===== config.mk =====
export PLATFORM = sky130hd
export DESIGN_NAME = max_pool_2x2_stream
export DESIGN_NICKNAME = d
export VERILOG_FILES = /design/src/rtl/max_pool_2x2_stream.sv
export SDC_FILE = /design/constraint.sdc
export NUM_CORES = 1
export LEC_CHECK = 0
export BUFFER_PORTS_ARGS = -buffer_cell sky130_fd_sc_hd__buf_4
export CAP_MARGIN = 25
export CORE_ASPECT_RATIO = 0.8
export CORE_MARGIN = 2
export CORE_UTILIZATION = 55
export DETAILED_ROUTE_END_ITERATION = 7
export PLACE_DENSITY = 0.8
export SYNTH_ARGS = -nofsm -noshare
export SYNTH_HDL_FRONTEND = slang
export SYNTH_SLANG_ARGS = --single-unit

===== constraint.sdc =====
create_clock -name clk -period 20 [get_ports clk]
set_clock_uncertainty 0.2 [all_clocks]
set_input_delay 1 -clock clk [delete_from_list [all_inputs] [get_ports clk]]
set_output_delay 1 -clock clk [all_outputs]
set_load 0.02 [all_outputs]

===== src/rtl/max_pool_2x2_stream.sv =====
`timescale 1ns/1ps
// max_pool_2x2_stream: streaming 2x2 / stride-2 signed max pooling over a row-major feature map.
// Latency: 1 cycle from an accepted odd-row beat to out_valid; one pooled beat per odd-row input beat.
// Backpressure: even rows are always accepted into the line buffer; odd rows stall while the output register is full and not drained.
// Optional: define MAXPOOL_RELU_EN to clamp negative pooled values to zero (fused ReLU, same latency).
module max_pool_2x2_stream #(
    parameter int DW    = 16,
    parameter int LANES = 4,
    parameter int ROW_W = 28,
    parameter int ROWS  = 28
) (
    input  logic                        clk,
    input  logic                        rst,
    input  logic                        in_valid,
    output logic                        in_ready,
    input  logic [LANES*DW-1:0]         in_data,
    input  logic                        in_last,
    output logic                        out_valid,
    input  logic                        out_ready,
    output logic [(LANES/2)*DW-1:0]     out_data,
    output logic                        out_last,
    output logic                        frame_err
);

    localparam int NB = ROW_W / LANES;
    localparam int OL = LANES / 2;
    localparam int CW = (NB > 1) ? $clog2(NB) : 1;
    localparam int RW = (ROWS > 1) ? $clog2(ROWS) : 1;
    localparam logic [CW-1:0] COL_LAST = CW'(NB - 1);
    localparam logic [RW-1:0] ROW_LAST = RW'(ROWS - 1);

    typedef enum logic {
        FILL = 1'b0,
        POOL = 1'b1
    } state_t;

    state_t              state_q;
    logic [CW-1:0]       col_cnt_q;
    logic [RW-1:0]       row_cnt_q;
    logic                out_valid_q;
    logic                out_last_q;
    logic                frame_err_q;
    logic [OL*DW-1:0]    out_data_q;
    logic [OL*DW-1:0]    out_data_d;
    logic [LANES*DW-1:0] linebuf_q [NB];
    logic [LANES*DW-1:0] above;
    logic                in_ready_c;
    logic                in_acc;
    logic                row_end;
    logic                frame_end;
    logic                early_last;

    function automatic logic signed [DW-1:0] smax(input logic signed [DW-1:0] a,
                                                  input logic signed [DW-1:0] b);
        return (a > b) ? a : b;
    endfunction

    // Even rows never stall; odd rows need a free (or draining) output register.
    always_comb begin
        in_ready_c = 1'b1;
        if (state_q == POOL) begin
            in_ready_c = !out_valid_q || out_ready;
        end
    end

    assign in_acc     = in_valid && in_ready_c;
    assign row_end    = (col_cnt_q == COL_LAST);
    assign frame_end  = row_end && (row_cnt_q == ROW_LAST);
    // in_last anywhere but the final position aborts the frame and drops the beat.
    assign early_last = in_last && !frame_end;
    assign above      = linebuf_q[col_cnt_q];

    // One 2x2 window per output lane: two pixels from the buffered row above, two from the current beat.
    for (genvar k = 0; k < OL; k++) begin : g_lane
        logic signed [DW-1:0] win_max;
        assign win_max = smax(smax(above[(2*k)*DW +: DW],   above[(2*k+1)*DW +: DW]),
                              smax(in_data[(2*k)*DW +: DW], in_data[(2*k+1)*DW +: DW]));
`ifdef MAXPOOL_RELU_EN
        assign out_data_d[k*DW +: DW] = win_max[DW-1] ? '0 : win_max;
`else
        assign out_data_d[k*DW +: DW] = win_max;
`endif
    end

    // Capture even-row beats so the following odd row can pool against them.
    always_ff @(posedge clk) begin
        if (in_acc && (state_q == FILL) && !early_last) begin
            linebuf_q[col_cnt_q] <= in_data;
        end
    end

    // Row/column tracking, FILL/POOL sequencing, output register and sticky framing error.
    always_ff @(posedge clk) begin
        if (rst) begin
            state_q     <= FILL;
            col_cnt_q   <= '0;
            row_cnt_q   <= '0;
            out_valid_q <= 1'b0;
            out_data_q  <= '0;
            out_last_q  <= 1'b0;
            frame_err_q <= 1'b0;
        end else begin
            if (out_valid_q && out_ready) begin
                out_valid_q <= 1'b0;
            end
            if (in_acc) begin
                if (early_last) begin
                    frame_err_q <= 1'b1;
                    col_cnt_q   <= '0;
                    row_cnt_q   <= '0;
                    state_q     <= FILL;
                end else begin
                    if (state_q == POOL) begin
                        out_data_q  <= out_data_d;
                        out_last_q  <= frame_end;
                        out_valid_q <= 1'b1;
                    end
                    if (frame_end && !in_last) begin
                        frame_err_q <= 1'b1;
                    end
                    if (row_end) begin
                        col_cnt_q <= '0;
                        row_cnt_q <= (row_cnt_q == ROW_LAST) ? '0 : row_cnt_q + 1'b1;
                        state_q   <= (state_q == FILL) ? POOL : FILL;
                    end else begin
                        col_cnt_q <= col_cnt_q + 1'b1;
                    end
                end
            end
        end
    end

    assign in_ready  = in_ready_c;
    assign out_valid = out_valid_q;
    assign out_data  = out_data_q;
    assign out_last  = out_last_q;
    assign frame_err = frame_err_q;

endmodule


### After elaboration in Yosys (flattened, before gate mapping)

Memory sizes are Yosys's and may differ from the RTL's. A register that Yosys moved wholly into a read port is not among the register bits.
Index checks and enable logic that the tools add are counted.

* multipliers: 0
* bitwise gates (word level): 2
* $add $sub $neg: 2
* multiplexer cells: 25
* equality and inequality tests: 2
* div/mod/pow operators: 0
* shift-type cells: 0
* order comparisons: 6
* reductions and logical operators: 17

Operator list (count)
* $gt A16 B16 Y1: 6
* $mux W16: 6
* $mux W5: 3
* $mux W1: 12
* $mux W3: 4
* $logic_and A1 B1 Y1: 7
* $add A5 B1 Y5 const B: 1
* $eq A5 B5 Y1 const B: 1
* $logic_not A1 Y1: 4
* $reduce_and A2 Y1: 2
* $reduce_bool A2 Y1: 2
* $add A3 B1 Y3 const B: 1
* $eq A3 B3 Y1 const B: 1
* $reduce_and A3 Y1: 1
* $not A1 Y1: 2
* $logic_or A1 B1 Y1: 1

* memories: 1
* memory bits (read-only): 0
* bits in latches: 0
* logic and storage cells: 62
* RAM bits: 448
* output and inout port bits: 36
* input bits: 69
* register bits: 44

Memory list
* linebuf_q: words 7, width 64, rd ports 1, clocked after Yosys merged registers in 1, write ports 1, RTL line 45 `logic [LANES*DW-1:0] linebuf_q [NB];`

### Longest topological paths before layout

* word-level depth: 8
* depth in mapped cells: 25
* mapped depth without buffers: 20

### Worst setup path after synthesis

OpenSTA, ideal clock, no wires.

* path kind: input to register
* start: in in_last
* end: mem linebuf_q[2][0] in the netlist's numbering, enable pin
* path buffers: 0
* path slack: 12.860 ns
* cell stages on the path: 4
* data arrival time: 6.362 ns
* library setup time: 0.578 ns
* required time: 19.222 ns
* path through: ha_1 nor3b_1 nand2b_1 nor3b_1

* cells in the longest elaborated chain, start to end: 5

RTL lines
* start, declared: RTL line 17 `input logic in_last,`
* $logic_and A1 B1 Y1: RTL line 70 `assign early_last = in_last && !frame_end;`
* $logic_not A1 Y1: RTL line 87 `if (in_acc && (state_q == FILL) && !early_last) begin`
* $logic_and A1 B1 Y1: RTL line 87
* $mux W1: RTL line 87
* $mux W1 (not written as such): RTL line 88 `linebuf_q[col_cnt_q] <= in_data;`
* end, declared: RTL line 45

No other way between the ends.

==> results.ini <==
[timing]
rsz0062_at_grt=no
slew_headroom=0.324
timing.fmax_ghz=0.116
setup-violations-final=0
hold_viol=0
tightest_slew_ns=1.01
tns_ns=0
drv_slew=0
fin_crit_ns=8.64
finalCritPeriodShare=0.432

[logic_synthesis]
synth-main-ff-cell=edfxtp_1
synth_cell_types=62
muxShareOfSynthArea=0.140
synth-edff-count=448
synth_area_leaders=edfxtp_1, mux4_2, mux2i_1, ha_1, dfxtp_1
ys_top_cells_by_count=edfxtp_1, mux2i_1, nand2_1, ha_1, o21ai_0
netlist_instances=1462
synthXorXnorAreaFrac=0
synth-seq-area-share=0.646
synth_top_area_frac=0.604
syn_area_um2=22300
syn_nets=1629
synth_most_common_cell=edfxtp_1
syn_avg_cell_area_um2=15.2
synth_adder_area_share=0.0551
ys_warn_count=0
synth_compound_area_frac=0.0802
synth_top_area_cell=edfxtp_1
ys_ff_latch=495
async_flop_share=0
synth_top_family_by_area=multiplexers
synthSimpleGateAreaFrac=0.0541

[layout]
fillers=2837
drive_gt1_frac=0.198
final_cells=2143
nets=1739
area_growth_pct=13.2

[routing]
drtIter0Drc=1454
drtAntennaViolNets=0
drt_wl_total_um=52100
viasPerCell=6.20
drc_errors=0
wl_per_cell_um=24.3
drt-pass1-iter-count=5
vias=13300

[die]
fp.coreArea_um2=39700
die_w_um=229
start_util=0.561
rows=65
pin_count=105
dieArea_um2=42100
fp.dieH_um=184

[worst_hold_path]
hold_start=frame_err
min_path_type=reg -> reg

[clock_tree]
clock_latency_ns=0.57
cts_root_buf=clkbuf_16
cts_setup_buffers=0
clock-sinks=495
ctsHoldBuffers=0
cts_resized=0
clockBufferDepth=3
cts_tree=yes
cts_buffers=48
htreeDepth=2
path_clk_slew_ns=0.06

[critical_path]
cp.required_ns=20.22
worst_setup_path_start_kind=flop
arrival_ns=8.86
endpoint_kind=flop
path_max_fanout=48
path_class=reg -> reg

[place]
dp.cells=2057
place.port_buffers=104
dp_hpwl_um=32600
place.gp.congestion=0.971

[global_route]
antenna_found_initial=3
grt.overflow.total=0
grt_pass1_wl_um=78700
grt_max_degree=78
grt_usage=0.248
grt_pass1_vias=13200

[pwr]
vdd_ir_drop_max_mv=0.0580
p_leak_uw=0.00864
power_density_nw_per_um2=91.3

[job]
cap_viol_max_count=0

[run_status]
outcome=finished clean

==> path summary, 6_finish.rpt <==
kind | to | slack (ns) | depth (start not counted)
worst max-delay path | out_data[8] | 11.36 | 20
worst min-delay path | frame_err | 0.28 | 2
worst max register to register | out_data[8] | 11.36 | 20
worst min register to register | frame_err | 0.28 | 2
==> where the power goes <==
group          switching (uW)  internal (uW)  total [uW]
Combinational             153            101         253
Clock                     370            532         901
Sequential               7.51           1140        1150
Total                     530           1770        2300
==> state kept, by name, summed over array words and instances, names as in the netlist, named ones only <==
signal and count:
out_last 1, state_q 1, linebuf_q 448, row_cnt_q 5, out_data 32, col_cnt_q 3, out_valid 1, frame_err 1
==> critical path: stages, from the launching register on <==
cell       delay (ns)
dfxtp_4          0.84
buf_4            0.82
buf_4            0.85
mux4_2           0.61
mux2_2           0.28
inv_1            0.11
ha_1             0.22
nand4_1          0.21
a2111oi_2        0.58
nor4_1           0.11
nor2_1           0.78
buf_4            0.32
o21a_1           0.15
ha_1             0.23
and4_1           0.23
a21boi_0         0.12
o311ai_0         0.44
a31oi_1          0.22
o31ai_2          0.68
buf_4            0.30
o211ai_1         0.10
==> logic make-up after synthesis <==
| group | Yosys count |
|---|---|
| flops | 495 |
| compound gates | 274 |
| simple gates | 242 |
| mux | 226 |
| buf+inv | 127 |
| fa+ha+maj | 98 |
==> area by class of cell <==
class,instances,area (um2),share of cell area
antenna,2,5.00,0.000198
clock inverter,25,265,0.0105
multi-input combinational,840,7380,0.293
timing repair buffer,127,973,0.0386
sequential,495,14400,0.571
clock buffer,58,1290,0.0512
tap,536,671,0.0266
inverter,60,225,0.00893
==> metrics by stage <==
step / area, um2 / total power (uW) / setup slack (ns) / util / hold WS [ns]
6_report: 25200 / 2300 / 11.36 / 0.635 / 0.276
5_1_grt: 25200 / 2370 / 10.77 / 0.635 / 0.325
4_1_cts: 25200 / 2300 / 11.39 / 0.635 / 0.283
3_5_place_dp: 23600 / 1410 / 11.39 / 0.596 / 0.270
3_3_place_gp: 23600 / 1410 / 11.63 / 0.595 / 0.254
2_1_floorplan: 22300 / 1330 / 12.86 / - / 0.262
==> per-layer routing <==
| layer | global-route usage | vias to the layer above | share of wire |
|---|---|---|---|
| li1 | - | 5977 | - |
| met1 | 0.362 | 6661 | 0.44 |
| met2 | 0.375 | 555 | 0.44 |
| met3 | 0.0569 | 89 | 0.094 |
| met4 | 0.0706 | 2 | 0.024 |
| met5 | 0 | - | 0.00019 |
==> layout by cell type, fill, tap and decap left out, types with 35 or more instances in the layout <==
master,instances
mux2i_1,125
mux4_2,64
buf_4,126
edfxtp_1,448
nand2_1,107
dfxtp_1,44
o21ai_0,88
inv_1,60
ha_1,98
mux2_2,37
a21oi_1,53
clkbuf_16,49
o211ai_1,35
Note: power is estimated with default switching activity, not from simulation.
